**config.mk**
```make
export PLATFORM = sky130hd
export DESIGN_NAME = exm_flat
export DESIGN_NICKNAME = d
export VERILOG_FILES = /design/src/rtl/exm_pkg.sv /design/src/rtl/exm_if.sv /design/src/rtl/exm_alu.sv /design/src/rtl/exm.sv /design/src/flat_wrapper.sv
export SDC_FILE = /design/constraint.sdc
export NUM_CORES = 1
export LEC_CHECK = 0
export BUFFER_PORTS_ARGS = -buffer_cell sky130_fd_sc_hd__buf_2
export CELL_PAD_IN_SITES_DETAIL_PLACEMENT = 1
export CELL_PAD_IN_SITES_GLOBAL_PLACEMENT = 1
export CORE_MARGIN = 10
export CORE_UTILIZATION = 38
export CTS_CLUSTER_DIAMETER = 150
export CTS_CLUSTER_SIZE = 24
export DETAILED_ROUTE_END_ITERATION = 8
export PLACE_DENSITY_LB_ADDON = 0.1
export SYNTH_ARGS = -nofsm -noshare
export SYNTH_HDL_FRONTEND = slang
export SYNTH_SLANG_ARGS = --single-unit
```
**constraint.sdc**
```tcl
create_clock -name clk_i -period 3.2 [get_ports clk_i]
set_input_delay 0.32 -clock clk_i [delete_from_list [all_inputs] [get_ports clk_i]]
set_output_delay 0.32 -clock clk_i [all_outputs]
set_load 0.01 [all_outputs]
```
**src/rtl/exm_pkg.sv**
```systemverilog
// Shared encodings for the ECAP5-DPROC execute stage: ALU ops, branch conditions,
// the branch-resolution helper and the control bundle forwarded to the load-store stage.
package exm_pkg;

  localparam int XLEN = 32;

  typedef enum logic [2:0] {
    ALU_ADD   = 3'd0,
    ALU_XOR   = 3'd1,
    ALU_OR    = 3'd2,
    ALU_AND   = 3'd3,
    ALU_SLT   = 3'd4,
    ALU_SLTU  = 3'd5,
    ALU_SHIFT = 3'd6
  } alu_op_t;

  // JAL and JALR share one code; branch_jalr_i selects the target base.
  typedef enum logic [2:0] {
    BRANCH_NONE = 3'd0,
    BRANCH_BEQ  = 3'd1,
    BRANCH_BNE  = 3'd2,
    BRANCH_BLT  = 3'd3,
    BRANCH_BGE  = 3'd4,
    BRANCH_BLTU = 3'd5,
    BRANCH_BGEU = 3'd6,
    BRANCH_JAL  = 3'd7
  } branch_cond_t;

  typedef struct packed {
    logic            ls_enable;
    logic            ls_write;
    logic [XLEN-1:0] ls_write_data;
    logic [3:0]      ls_sel;
    logic            reg_write;
    logic [4:0]      reg_addr;
  } lsm_ctrl_t;

  function automatic logic branch_taken(
    input branch_cond_t    cond,
    input logic [XLEN-1:0] a,
    input logic [XLEN-1:0] b
  );
    logic taken;
    case (cond)
      BRANCH_BEQ:  taken = (a == b);
      BRANCH_BNE:  taken = (a != b);
      BRANCH_BLT:  taken = ($signed(a) <  $signed(b));
      BRANCH_BGE:  taken = ($signed(a) >= $signed(b));
      BRANCH_BLTU: taken = (a <  b);
      BRANCH_BGEU: taken = (a >= b);
      BRANCH_JAL:  taken = 1'b1;
      default:     taken = 1'b0;
    endcase
    return taken;
  endfunction

endpackage

```
**src/rtl/exm_if.sv**
```systemverilog
// Decode-to-execute and execute-to-lsm signal bundle; exm takes the slave view,
// the surrounding pipeline (decode, lsm, fetch redirect) takes the master view.
interface exm_if;
  import exm_pkg::*;

  logic               input_ready_o;
  logic               input_valid_i;
  logic [XLEN-1:0]    pc_i;
  logic [XLEN-1:0]    alu_operand1_i;
  logic [XLEN-1:0]    alu_operand2_i;
  alu_op_t            alu_op_i;
  logic               alu_sub_i;
  logic               alu_shift_left_i;
  logic               alu_signed_shift_i;
  branch_cond_t       branch_cond_i;
  logic               branch_jalr_i;
  logic [XLEN-1:0]    branch_offset_i;
  logic               ls_enable_i;
  logic               ls_write_i;
  logic [XLEN-1:0]    ls_write_data_i;
  logic [3:0]         ls_sel_i;
  logic               reg_write_i;
  logic [4:0]         reg_addr_i;

  logic               output_ready_i;
  logic               output_valid_o;
  logic [XLEN-1:0]    alu_result_o;
  logic               ls_enable_o;
  logic               ls_write_o;
  logic [XLEN-1:0]    ls_write_data_o;
  logic [3:0]         ls_sel_o;
  logic               reg_write_o;
  logic [4:0]         reg_addr_o;
  logic               branch_o;
  logic [XLEN-1:0]    branch_target_o;

  modport master (
    input  input_ready_o,
    output input_valid_i, pc_i, alu_operand1_i, alu_operand2_i, alu_op_i, alu_sub_i,
           alu_shift_left_i, alu_signed_shift_i, branch_cond_i, branch_jalr_i,
           branch_offset_i, ls_enable_i, ls_write_i, ls_write_data_i, ls_sel_i,
           reg_write_i, reg_addr_i,
    output output_ready_i,
    input  output_valid_o, alu_result_o, ls_enable_o, ls_write_o, ls_write_data_o,
           ls_sel_o, reg_write_o, reg_addr_o, branch_o, branch_target_o
  );

  modport slave (
    output input_ready_o,
    input  input_valid_i, pc_i, alu_operand1_i, alu_operand2_i, alu_op_i, alu_sub_i,
           alu_shift_left_i, alu_signed_shift_i, branch_cond_i, branch_jalr_i,
           branch_offset_i, ls_enable_i, ls_write_i, ls_write_data_i, ls_sel_i,
           reg_write_i, reg_addr_i,
    input  output_ready_i,
    output output_valid_o, alu_result_o, ls_enable_o, ls_write_o, ls_write_data_o,
           ls_sel_o, reg_write_o, reg_addr_o, branch_o, branch_target_o
  );

endinterface

```
**src/rtl/exm_alu.sv**
```systemverilog
// RV32I integer ALU: purely combinational, operands plus op controls to result.
module exm_alu
  import exm_pkg::*;
(
  input  logic [XLEN-1:0] operand1,
  input  logic [XLEN-1:0] operand2,
  input  alu_op_t         op,
  input  logic            sub,
  input  logic            shift_left,
  input  logic            signed_shift,
  output logic [XLEN-1:0] result
);

  logic [4:0]      shamt;
  logic [XLEN-1:0] sum;
  logic [XLEN-1:0] shifted;
  logic            less_signed;
  logic            less_unsigned;

  assign shamt         = operand2[4:0];
  assign sum           = sub ? (operand1 - operand2) : (operand1 + operand2);
  assign less_signed   = $signed(operand1) < $signed(operand2);
  assign less_unsigned = operand1 < operand2;

  always_comb begin
    shifted = operand1 >> shamt;
    if (shift_left) begin
      shifted = operand1 << shamt;
    end else if (signed_shift) begin
      shifted = $unsigned($signed(operand1) >>> shamt);
    end
  end

  always_comb begin
    result = '0;
    case (op)
      ALU_ADD:   result = sum;
      ALU_XOR:   result = operand1 ^ operand2;
      ALU_OR:    result = operand1 | operand2;
      ALU_AND:   result = operand1 & operand2;
      ALU_SLT:   result = {{(XLEN-1){1'b0}}, less_signed};
      ALU_SLTU:  result = {{(XLEN-1){1'b0}}, less_unsigned};
      ALU_SHIFT: result = shifted;
      default:   result = '0;
    endcase
  end

endmodule

```
**src/rtl/exm.sv**
```systemverilog
// ECAP5-DPROC execute stage: ALU, branch resolution and the registered hand-off to lsm.
module exm
  import exm_pkg::*;
(
  input  logic clk_i,
  input  logic rst_i,
  exm_if.slave bus
);

  logic            ready;
  logic            accept;
  logic            is_jump;
  logic            is_jalr;
  logic            taken;
  logic [XLEN-1:0] alu_result;
  logic [XLEN-1:0] target_base;
  logic [XLEN-1:0] target_sum;
  logic [XLEN-1:0] target;
  logic [XLEN-1:0] result;
  lsm_ctrl_t       in_ctrl;

  logic            out_valid;
  logic [XLEN-1:0] out_result;
  lsm_ctrl_t       out_ctrl;
  logic            out_branch;
  logic [XLEN-1:0] out_target;

  exm_alu u_alu (
    .operand1     (bus.alu_operand1_i),
    .operand2     (bus.alu_operand2_i),
    .op           (bus.alu_op_i),
    .sub          (bus.alu_sub_i),
    .shift_left   (bus.alu_shift_left_i),
    .signed_shift (bus.alu_signed_shift_i),
    .result       (alu_result)
  );

  assign ready  = !out_valid || bus.output_ready_i;
  assign accept = bus.input_valid_i && ready;

  assign is_jump = (bus.branch_cond_i == BRANCH_JAL);
  assign is_jalr = is_jump && bus.branch_jalr_i;
  assign taken   = branch_taken(bus.branch_cond_i, bus.alu_operand1_i, bus.alu_operand2_i);

  // JALR clears bit 0 of the computed address; every other target is pc-relative.
  assign target_base = is_jalr ? bus.alu_operand1_i : bus.pc_i;
  assign target_sum  = target_base + bus.branch_offset_i;
  assign target      = is_jalr ? {target_sum[XLEN-1:1], 1'b0} : target_sum;

  // Jumps write the link address to rd instead of the ALU output.
  assign result = is_jump ? (bus.pc_i + 32'd4) : alu_result;

  assign in_ctrl = '{
    ls_enable:     bus.ls_enable_i,
    ls_write:      bus.ls_write_i,
    ls_write_data: bus.ls_write_data_i,
    ls_sel:        bus.ls_sel_i,
    reg_write:     bus.reg_write_i,
    reg_addr:      bus.reg_addr_i
  };

  always_ff @(posedge clk_i or posedge rst_i) begin
    if (rst_i) begin
      out_valid  <= 1'b0;
      out_result <= '0;
      out_ctrl   <= '0;
      out_branch <= 1'b0;
      out_target <= '0;
    end else begin
      // Redirect pulses on the accepting edge only, independent of downstream stalls.
      out_branch <= accept && taken;
      if (accept) begin
        out_valid  <= 1'b1;
        out_result <= result;
        out_ctrl   <= in_ctrl;
        if (taken) begin
          out_target <= target;
        end
      end else if (bus.output_ready_i) begin
        out_valid <= 1'b0;
      end
    end
  end

  assign bus.input_ready_o   = ready;
  assign bus.output_valid_o  = out_valid;
  assign bus.alu_result_o    = out_result;
  assign bus.ls_enable_o     = out_ctrl.ls_enable;
  assign bus.ls_write_o      = out_ctrl.ls_write;
  assign bus.ls_write_data_o = out_ctrl.ls_write_data;
  assign bus.ls_sel_o        = out_ctrl.ls_sel;
  assign bus.reg_write_o     = out_ctrl.reg_write;
  assign bus.reg_addr_o      = out_ctrl.reg_addr;
  assign bus.branch_o        = out_branch;
  assign bus.branch_target_o = out_target;

endmodule

```
**src/flat_wrapper.sv**
```systemverilog
// flat-port wrapper written by rule: the top's interface ports become plain ports
module exm_flat import exm_pkg::*;
  (clk_i, rst_i, bus_input_ready_o, bus_input_valid_i, bus_pc_i, bus_alu_operand1_i, bus_alu_operand2_i, bus_alu_op_i, bus_alu_sub_i, bus_alu_shift_left_i, bus_alu_signed_shift_i, bus_branch_cond_i, bus_branch_jalr_i, bus_branch_offset_i, bus_ls_enable_i, bus_ls_write_i, bus_ls_write_data_i, bus_ls_sel_i, bus_reg_write_i, bus_reg_addr_i, bus_output_ready_i, bus_output_valid_o, bus_alu_result_o, bus_ls_enable_o, bus_ls_write_o, bus_ls_write_data_o, bus_ls_sel_o, bus_reg_write_o, bus_reg_addr_o, bus_branch_o, bus_branch_target_o);
  exm_if bus_i ();
  input  logic clk_i;
  input  logic rst_i;
  output wire logic [$bits(bus_i.input_ready_o)-1:0] bus_input_ready_o;
  input wire logic [$bits(bus_i.input_valid_i)-1:0] bus_input_valid_i;
  input wire logic [$bits(bus_i.pc_i)-1:0] bus_pc_i;
  input wire logic [$bits(bus_i.alu_operand1_i)-1:0] bus_alu_operand1_i;
  input wire logic [$bits(bus_i.alu_operand2_i)-1:0] bus_alu_operand2_i;
  input wire logic [$bits(bus_i.alu_op_i)-1:0] bus_alu_op_i;
  input wire logic [$bits(bus_i.alu_sub_i)-1:0] bus_alu_sub_i;
  input wire logic [$bits(bus_i.alu_shift_left_i)-1:0] bus_alu_shift_left_i;
  input wire logic [$bits(bus_i.alu_signed_shift_i)-1:0] bus_alu_signed_shift_i;
  input wire logic [$bits(bus_i.branch_cond_i)-1:0] bus_branch_cond_i;
  input wire logic [$bits(bus_i.branch_jalr_i)-1:0] bus_branch_jalr_i;
  input wire logic [$bits(bus_i.branch_offset_i)-1:0] bus_branch_offset_i;
  input wire logic [$bits(bus_i.ls_enable_i)-1:0] bus_ls_enable_i;
  input wire logic [$bits(bus_i.ls_write_i)-1:0] bus_ls_write_i;
  input wire logic [$bits(bus_i.ls_write_data_i)-1:0] bus_ls_write_data_i;
  input wire logic [$bits(bus_i.ls_sel_i)-1:0] bus_ls_sel_i;
  input wire logic [$bits(bus_i.reg_write_i)-1:0] bus_reg_write_i;
  input wire logic [$bits(bus_i.reg_addr_i)-1:0] bus_reg_addr_i;
  input wire logic [$bits(bus_i.output_ready_i)-1:0] bus_output_ready_i;
  output wire logic [$bits(bus_i.output_valid_o)-1:0] bus_output_valid_o;
  output wire logic [$bits(bus_i.alu_result_o)-1:0] bus_alu_result_o;
  output wire logic [$bits(bus_i.ls_enable_o)-1:0] bus_ls_enable_o;
  output wire logic [$bits(bus_i.ls_write_o)-1:0] bus_ls_write_o;
  output wire logic [$bits(bus_i.ls_write_data_o)-1:0] bus_ls_write_data_o;
  output wire logic [$bits(bus_i.ls_sel_o)-1:0] bus_ls_sel_o;
  output wire logic [$bits(bus_i.reg_write_o)-1:0] bus_reg_write_o;
  output wire logic [$bits(bus_i.reg_addr_o)-1:0] bus_reg_addr_o;
  output wire logic [$bits(bus_i.branch_o)-1:0] bus_branch_o;
  output wire logic [$bits(bus_i.branch_target_o)-1:0] bus_branch_target_o;
  assign bus_input_ready_o = bus_i.input_ready_o;
  assign bus_i.input_valid_i = bus_input_valid_i;
  assign bus_i.pc_i = bus_pc_i;
  assign bus_i.alu_operand1_i = bus_alu_operand1_i;
  assign bus_i.alu_operand2_i = bus_alu_operand2_i;
  assign bus_i.alu_op_i = bus_alu_op_i;
  assign bus_i.alu_sub_i = bus_alu_sub_i;
  assign bus_i.alu_shift_left_i = bus_alu_shift_left_i;
  assign bus_i.alu_signed_shift_i = bus_alu_signed_shift_i;
  assign bus_i.branch_cond_i = bus_branch_cond_i;
  assign bus_i.branch_jalr_i = bus_branch_jalr_i;
  assign bus_i.branch_offset_i = bus_branch_offset_i;
  assign bus_i.ls_enable_i = bus_ls_enable_i;
  assign bus_i.ls_write_i = bus_ls_write_i;
  assign bus_i.ls_write_data_i = bus_ls_write_data_i;
  assign bus_i.ls_sel_i = bus_ls_sel_i;
  assign bus_i.reg_write_i = bus_reg_write_i;
  assign bus_i.reg_addr_i = bus_reg_addr_i;
  assign bus_i.output_ready_i = bus_output_ready_i;
  assign bus_output_valid_o = bus_i.output_valid_o;
  assign bus_alu_result_o = bus_i.alu_result_o;
  assign bus_ls_enable_o = bus_i.ls_enable_o;
  assign bus_ls_write_o = bus_i.ls_write_o;
  assign bus_ls_write_data_o = bus_i.ls_write_data_o;
  assign bus_ls_sel_o = bus_i.ls_sel_o;
  assign bus_reg_write_o = bus_i.reg_write_o;
  assign bus_reg_addr_o = bus_i.reg_addr_o;
  assign bus_branch_o = bus_i.branch_o;
  assign bus_branch_target_o = bus_i.branch_target_o;
  exm u_core (.clk_i(clk_i), .rst_i(rst_i), .bus(bus_i));
endmodule
```
# Word level (Yosys, flattened, before mapping)
# Cells that the tools add are included.
[classes]
addsub = 4
multipliers = 0
n_div = 0
magnitude_cmp = 4
n_eq_ne = 15
shift = 3
n_mux = 10
bitwise_logic = 3
n_reduce_logical = 8
[ops]
columns = ["cell", "count"]
rows = [
  ["$pmux 32 s7", 1],
  ["$mux 32", 5],
  ["$add 32x32->32", 2],
  ["$ge 32x32->1", 2],
  ["$lt 32x32->1", 2],
  ["$add 32x3->32 const B", 1],
  ["$and 32x32->32", 1],
  ["$eq 32x32->1", 1],
  ["$ne 32x32->1", 1],
  ["$or 32x32->32", 1],
  ["$shl 32x5->32", 1],
  ["$shr 32x5->32", 1],
  ["$sshr 32x5->32", 1],
  ["$sub 32x32->32", 1],
  ["$xor 32x32->32", 1],
  ["$eq 3x3->1 const B", 7],
  ["$eq 3x2->1 const B", 4],
  ["$pmux 1 s7", 1],
  ["$eq 3x1->1 const B", 2],
  ["$logic_and 1x1->1", 3],
  ["$logic_not 3->1", 1],
  ["$mux 1", 3],
  ["$reduce_and 2->1", 1],
  ["$reduce_bool 2->1", 1],
  ["2 further kinds", 2],
]
[word_totals]
reg_bits = 110
latchBits = 0
mem_bits_rw = 0
rom_bits = 0
out_inout_bits = 111
elab_cells = 57
n_memories = 0

# Logic depth before layout (Yosys ltp)
# Gate-level depths: netlist of run 1.
[logic_depth]
word_depth = 5
mapped_depth = 18
depth_no_buf = 16

# Hierarchy
# A second synthesis of run 1 with hierarchy kept.
[hier_totals]
cells_unflattened = 2112
hier_area_um2 = 16634.7
[modules_own_cells]
columns = ["mod", "n_inst", "cells_each", "area_each_um2", "seq_area_each_um2"]
rows = [
  ["exm_alu", 1, 1300, 8906.0, 0.0],
  ["exm", 1, 812, 7728.7, 2752.6],
]

# Worst setup path after synthesis of run 1
# No wires, ideal clock.
[synth_path]
kind = "input-to-reg"
start = "in bus_alu_operand2_i[2]"
end = "reg u_core.out_target[10], in the netlist u_core.bus.branch_target_o[10]"
setup_ps = 125
arrival_time_ps = 4080
required_time_ps = 3075
setup_slack_ps = -1005
cell_stages = 17
n_path_buf = 5
path_cell_list = "clkbuf_1 > inv_2 > buf_1 > clkbuf_1 > ha_1 > clkbuf_1 > nand2b_1 > a221o_1 > a21oi_1 > nand3_1 > nand2_1 > a31oi_4 > mux2_4 > nor2_2 > a211oi_4 > buf_6 > mux2_4"
[synth_between]
elab_chain_len = 3
[synth_rtl]
columns = ["element", "line", "rtl"]
rows = [
  ["start: declaration", "flat_wrapper.sv:11", "input wire logic [$bits(bus_i.alu_operand2_i)-1:0] bus_alu_operand2_i;"],
  ["$ge 32x32->1 (tied with other cells)", "exm_pkg.sv:50", "BRANCH_BGEU: taken = (a >= b);"],
  ["$pmux 1 s7 (*)", "exm_pkg.sv:44", "case (cond)"],
  ["$reduce_and 2->1 (no line) (*)", "-", ""],
  ["end signal: assignment", "exm.sv:77", "out_target <= target;"],
  ["end: declaration", "exm.sv:26", "logic [XLEN-1:0] out_target;"],
]
# Every way passes the cells marked *; elsewhere a longest branch is shown, timed or not.
# A chain may end at the register's enable or synchronous reset.

# Final worst setup path of run 1
[layout_path]
start = "in bus_branch_cond_i[2]"
end = "reg u_core.out_target[28], in the netlist u_core.bus.branch_target_o[28]"
[layout_between]
elab_chain_len = 4
[layout_rtl]
columns = ["element", "line", "rtl"]
rows = [
  ["start: declaration", "flat_wrapper.sv:16", "input wire logic [$bits(bus_i.branch_cond_i)-1:0] bus_branch_cond_i;"],
  ["$eq 3x3->1", "exm_pkg.sv:44, exm.sv:41", ""],
  ["$logic_and 1x1->1", "exm.sv:42", "assign is_jalr = is_jump && bus.branch_jalr_i;"],
  ["$mux 32", "exm.sv:46", "assign target_base = is_jalr ? bus.alu_operand1_i : bus.pc_i;"],
  ["$add 32x32->32", "exm.sv:47", "assign target_sum = target_base + bus.branch_offset_i;"],
]
# Several ways; a longest one is shown, not always the timed one.

==> results.md, run 1 <==
* Num ports at 297
* Place WS at -0.596 ns
* Grt ovf at 0
* Critical path buffers and inverters at 2
* Largest net degree at the start of global routing at 111
* Number of synthesized flops with an enable pin at 0
* RSZ-0062 raised after global routing: yes
* Layout Nets at ~3000
* Worst IR Drop VDD at around 0.24 mV
* CP Launch Type: primary input
* CTS H-tree depth at 3
* Synth Area in Adders at 0.108
* Final Setup Violations at 0
* Die Wd at 222 µm
* Worst-Margin Slew at around 1.2 ns
* Initial Utilization at 0.382
* Average routed wire per standard cell at ~27 µm
* Core area at between 40000 and 50000 µm²
* DRT iter0 DRCs at 1838
* Top-area cell type share of the netlist area at 0.177
* Commonest non-fill, non-tap cells in the layout: buf_4 (465), nand2_1 (304), buf_2 (292), nor2_1 (229), o21ai_0 (160)
* Worst Path Arrival at between 3 and 4 ns
* Clock Path Buffers at 2
* Primary FF master, synth: dfrtp_1
* Initial antenna violation count at 6
* Simple-gate share of the synthesized area at 0.195
* Hold Path Class: in -> reg
* Cell accounting for the most synthesized area: dfrtp_1
* Worst Skew at between 0.01 and 0.015 ns
* Worst-path clk slew at around 0.090 ns
* Final Cell Area at 21500 µm²
* Synth top area cells: dfrtp_1 (18%), mux4_2 (11%), ha_1 (10%)
* Mux contribution to synthesized area at 0.167
* Synthesized flop and latch total at 110
* # diodes at 0
* Max Freq at ~310 MHz
* Pleak at between 10 and 15 nW
* Setup CP Type: in -> reg
* Routability Congestion at 1.03
* CTS Buf Count at 9
* PortBufs at roughly 300
* CP cell instances: buf_6 -> and3_4 -> nand2_8 -> buf_4 -> o21ai_0 -> ha_2 -> a21o_1 -> a41o_1 -> o2111a_1 -> nand4b_1 -> a211o_1 -> a31o_2 -> a21oi_2 -> xnor2_1 -> mux2_4
* CP peak stage delay at 0.36 ns
* Number of core rows at 74
* Fill count at approximately 5200
* Antenna Violating Nets Remaining at 0
* Fin crit share at 1.00
* Sequential fraction of the synthesis area at 0.177
* DR vias at about 19000
* Area after DPL at 20800 µm²
* Post-synth ARST share at 1.00
* CP delay by family, top: compound AO/OA/AOI/OAI gates
* Relative slew slack at 0.167
* Yosys cell types at 80
* CTS root buf: clkbuf_16
* Slew Viols, Final at 0
* Die span in y at ~220 µm
* Slowest CP cell: ha_2
* Crit Path Max Fanout at 6
* Yosys warns at 0
* Layout Utilization at 0.530
* Post-synthesis cell count at between 2000 and 2500
* Complex-gate fraction of the synthesized area at 0.247
* Syn_nets at ~2400
* DRC at 0
* Largest family of logic cells by synthesized area: compound AO/OA/AOI/OAI gates
* CTS tree: built
* Max-Cap Viols at 0
* WP data required at ~3.5 ns
* Via/cell ratio at 6.01
* GRT Total Usage at 0.328
* Xor/xnor share of the synthesized area at 0.0440
* First-pass GRT wire length at between 100000 and 150000 µm
* Non-Filler Instances at between 3000 and 4000
* Final worst slack at around 0.00018 ns
* Area Growth Syn to Fin at 38.6%
* Vias in the first global route at 19600
* Die area at between 40000 and 50000 µm²
* Ratio of cells with drive above 1 in the final layout at 0.367
* Placed cells at approximately 3200
* Clock net sink count at 110
* Routed WL at roughly 85000 µm
* Pwr dens at ~350 nW/µm²
* Final hold vios at 0
* DR pass1 iterations at 5
* Setup crit end kind: flop
* Syn Std Cell Area at between 15000 and 20000 µm²
* Most common cell after layout, fill and taps aside: buf_4
* HPWL after DPL at approximately 70000 µm
* Status: finished, final reports clean
* Clock Latency Late Sink at between 0.3 and 0.4 ns
* Hold buffer count at CTS at 0
* Minimum clock period at ~3.2 ns
* Avg Cell Area, Syn at between 7 and 8 µm²
[tightest hold or removal path: stages]
cell and delay [ns]:
buf_2 0.07, nand2_1 0.04, nand2_1 0.04
[cell usage after synthesis (24+ instances only)]
library cell / number
nand2_1: 310
a211oi_1: 36
o21ai_0: 170
o211ai_1: 24
nor2_1: 230
mux2_4: 28
xor2_1: 30
nor3_1: 39
clkbuf_1: 94
xnor2_1: 48
a21oi_1: 156
dfrtp_1: 110
nand3_1: 41
ha_1: 129
mux2i_1: 40
mux4_2: 73
inv_1: 103
[stage by stage]
stage	power (mW)	TNS, ns	hold slack (ns)
floorplan	4.12	-6.49	0.425
finish	7.60	0	0.121
global placement	6.13	-15.00	0.452
detailed placement	6.26	-18.80	0.457
global route	8.01	-0.505	0.130
CTS	7.47	0	0.116
[area by class of cell]
cell class                 count  area (µm²)  area share
sequential                   110        2750       0.128
tap                          532         666      0.0309
inverter                     110         430      0.0200
multi-input combinational   1679       12200       0.564
timing repair buffer         773        5240       0.243
clock buffer                   9         225      0.0105
clock inverter                 7        75.1     0.00349
[power by group]
| part | switching (mW) | internal (mW) |
|---|---|---|
| combinational | 2.44 | 2.02 |
| sequential | 0.239 | 1.72 |
| clock | 0.621 | 0.557 |
[cell families (layout without fill, tap and decap cells)]
logic type,after synthesis,after routing
AOI/OAI and AO/OA,603,603
xor gates and xnor gates,78,78
adders and majority gates,132,132
buffers and inverters,244,899
DFF,110,110
muxes,152,152
and+or+nand+nor,714,714
[flip-flops by register name, summed over array words and instances, names as in the netlist]
| signal | cells |
|---|---|
| u_core.bus.alu_result_o | 32 |
| u_core.bus.branch_o | 1 |
| u_core.bus.branch_target_o | 32 |
| u_core.bus.ls_enable_o | 1 |
| u_core.bus.ls_sel_o | 4 |
| u_core.bus.ls_write_data_o | 32 |
| u_core.bus.ls_write_o | 1 |
| u_core.bus.output_valid_o | 1 |
| u_core.bus.reg_addr_o | 5 |
| u_core.bus.reg_write_o | 1 |
[routing by layer]
| layer | global-route usage | wire length (µm) | vias to the layer above |
|---|---|---|---|
| met1 | 0.424 | 35400 | 9616 |
| met3 | 0.0601 | 6920 | 193 |
| met5 | 0 | 27 | - |
| li1 | - | - | 8642 |
| met2 | 0.517 | 38700 | 887 |
| met4 | 0.156 | 4290 | 4 |
[what timing repair did]
action / CTS / global route
setup buffers: 1 / 8
pin swaps: 3 / 24
gates resized for setup: 13 / 63
setup endpoints to repair: 31 / 47
hold endpoints to repair: 0 / 0
cloned: 0 / 1
[final timing paths]
check,start,slack (ns),to,cells past startpoint
hold / removal,bus_reg_addr_i[2],0.12,u_core.bus.reg_addr_o[2],3
max in group asynchronous,rst_i,2.64,u_core.bus.alu_result_o[13],3
setup reg to reg,u_core.bus.output_valid_o,0.93,u_core.bus.alu_result_o[21],5
setup / recovery,bus_branch_cond_i[2],0.0002,u_core.bus.branch_target_o[28],15
min in group asynchronous,rst_i,0.14,u_core.bus.ls_write_data_o[26],3
hold reg to reg,u_core.bus.reg_addr_o[3],0.47,u_core.bus.reg_addr_o[3],2
Note: power is estimated with default switching activity, not from simulation.
==> run 2, diff against run 1 <==
--- a/config.mk
+++ b/config.mk
@@ -13,7 +13,8 @@
 export CTS_CLUSTER_DIAMETER = 150
 export CTS_CLUSTER_SIZE = 24
 export DETAILED_ROUTE_END_ITERATION = 8
-export PLACE_DENSITY_LB_ADDON = 0.1
+export GPL_ROUTABILITY_DRIVEN = 0
+export PLACE_DENSITY = 0.78
 export SYNTH_ARGS = -nofsm -noshare
 export SYNTH_HDL_FRONTEND = slang
 export SYNTH_SLANG_ARGS = --single-unit
==> results.md, run 2 (synthesis results as in run 1) <==
* Status: finished, violations left (was finished, final reports clean)
* Failing checks: negative setup slack
* Vias in the first global route at 19900 (was 19600)
* Worst Skew at 0.0190 ns (was 0.0138 ns)
* Via/cell ratio at 6.25 (was 6.01)
* Die Wd at 222 µm (unchanged)
* Routed WL at 84300 µm (was 85300 µm)
* Commonest non-fill, non-tap cells in the layout: buf_4 (411), nand2_1 (306), buf_2 (292), nor2_1 (228), o21ai_0 (159) (was buf_4 (465), nand2_1 (304), buf_2 (292), nor2_1 (229), o21ai_0 (160))
* RSZ-0062 raised after global routing: yes (unchanged)
* Relative slew slack at 0.208 (was 0.167)
* Worst-Margin Slew at 1.18 ns (was 1.24 ns)
* Worst Path Arrival at 3.53 ns (was 3.48 ns)
* Number of core rows at 74 (unchanged)
* Setup CP Type: in -> reg (unchanged)
* Pleak at 10.2 nW (was 10.4 nW)
* Max Freq at 308 MHz (was 313 MHz)
* Clock Latency Late Sink at 0.39 ns (was 0.38 ns)
* Fill count at 5107 (was 5172)
* Minimum clock period at 3.25 ns (was 3.20 ns)
* Most common cell after layout, fill and taps aside: buf_4 (unchanged)
* Slew Viols, Final at 0 (unchanged)
* Layout Nets at 2947 (was 3001)
* Hold_ws at 0.120 ns (was 0.121 ns)
* Grt ovf at 0 (unchanged)
* Final worst slack at -0.0468 ns (was 0.000177 ns)
* DRC at 0 (unchanged)
* CP Launch Type: primary input (unchanged)
* WP data required at 3.48 ns (about the same)
* GRT Total Usage at 0.316 (was 0.328)
* Fin crit share at 1.01 (was 1.00)
* Layout Utilization at 0.522 (was 0.530)
* Worst-path clk slew at 0.09 ns (about the same)
* Setup crit end kind: flop (unchanged)
* PortBufs at 296 (unchanged)
* Initial Utilization at 0.382 (unchanged)
* Max-Cap Viols at 0 (unchanged)
* CTS Buf Count at 9 (unchanged)
* Hold Path Class: in -> reg (unchanged)
* Core area at 40600 µm² (unchanged)
* Total design power at 7.63 mW (was 7.60 mW)
* Non-Filler Instances at 3172 (was 3220)
* Area Growth Syn to Fin at 36.4% (was 38.6%)
* Worst IR Drop VDD at 0.274 mV (was 0.237 mV)
* Hold buffer count at CTS at 0 (unchanged)
* Placed cells at 3134 (was 3194)
* Num ports at 297 (unchanged)
* DR pass1 iterations at 8 (was 5)
* CTS root buf: clkbuf_16 (unchanged)
* Final Cell Area at 21200 µm² (was 21500 µm²)
* Area after DPL at 20400 µm² (was 20800 µm²)
* Clock net sink count at 110 (unchanged)
* Pwr dens at 360 nW/µm² (was 353 nW/µm²)
* Final Setup Violations at 1 (was 0)
* First-pass GRT wire length at 122000 µm (was 126000 µm)
* Die area at 49400 µm² (unchanged)
* Largest net degree at the start of global routing at 111 (unchanged)
* CTS tree: built (unchanged)
* Initial antenna violation count at 10 (was 6)
* Average routed wire per standard cell at 26.6 µm (was 26.5 µm)
* Crit Path Max Fanout at 6 (unchanged)
* Die span in y at 222 µm (unchanged)
* CTS H-tree depth at 3 (unchanged)
* HPWL after DPL at 67200 µm (was 70300 µm)
* DR vias at 19800 (was 19300)
* Final hold vios at 0 (unchanged)
* Antenna Violating Nets Remaining at 0 (unchanged)
* Clock Path Buffers at 2 (unchanged)
* DRT iter0 DRCs at 2407 (was 1838)
* Ratio of cells with drive above 1 in the final layout at 0.356 (was 0.367)
[run 2: area by class of cell]
type / count / area, µm² / area share
diodes: 6 / 15.0 / 0.000708
clock buffers: 9 / 225 / 0.0106
clock inverters: 7 / 93.8 / 0.00443
inverters: 110 / 430 / 0.0203
multi-input cells: 1680 / 12200 / 0.575
flip-flops and latches: 110 / 2750 / 0.130
well taps: 532 / 666 / 0.0314
repair buffers: 718 / 4830 / 0.228
[run 2: report_power, final]
| part | internal [mW] | switching (mW) | leakage (nW) |
|---|---|---|---|
| registers | 1.73 | 0.226 | 1.33 |
| clock network | 0.572 | 0.657 | 0.154 |
| logic | 1.96 | 2.49 | 8.72 |
[run 2: worst paths after layout]
kind,startpoint,to,slack [ns],cells after the start
max,bus_branch_cond_i[1],u_core.bus.branch_target_o[28],-0.05,17
min reg2reg,u_core.bus.ls_write_data_o[6],u_core.bus.ls_write_data_o[6],0.48,2
min,bus_ls_write_data_i[7],u_core.bus.ls_write_data_o[7],0.12,3
min in group asynchronous,rst_i,u_core.bus.branch_target_o[17],0.13,3
max reg2reg,u_core.bus.output_valid_o,u_core.bus.branch_target_o[13],0.85,7
max in group asynchronous,rst_i,u_core.bus.ls_write_data_o[6],2.64,3
[run 2: repair_timing]
item	in CTS	in global routing
setup endpoints to repair	32	45
gates cloned	1	3
resized for setup	19	62
pin swaps	12	33
buffers inserted	5	7
[run 2: metal layers]
| metal | vias up | track usage | wire (µm) |
|---|---|---|---|
| met5 | - | 0 | 12 |
| met4 | 2 | 0.125 | 4050 |
| met3 | 278 | 0.0815 | 9000 |
| met2 | 1212 | 0.523 | 39200 |
| met1 | 9785 | 0.384 | 32000 |
| li1 | 8556 | - | - |
[run 2: stage by stage]
stage	setup WS [ns]	TNS, ns
3_3_place_gp	-0.549	-15.25
5_1_grt	-0.144	-1.72
6_report	-0.0468	-0.0468
3_5_place_dp	-0.695	-19.45
2_1_floorplan	-0.225	-6.49
4_1_cts	-0.0675	-0.0675
[run 2: worst max-delay path: stages]
cell	delay, ns
buf_6	0.08
and3_4	0.23
nand2_8	0.10
buf_8	0.15
nand2_1	0.06
o21ai_1	0.07
ha_1	0.39
a21oi_2	0.21
a21boi_1	0.09
buf_4	0.16
o2111a_1	0.28
nand4b_1	0.29
a211o_1	0.36
a31o_2	0.25
a21oi_2	0.14
xnor2_1	0.08
mux2_4	0.26
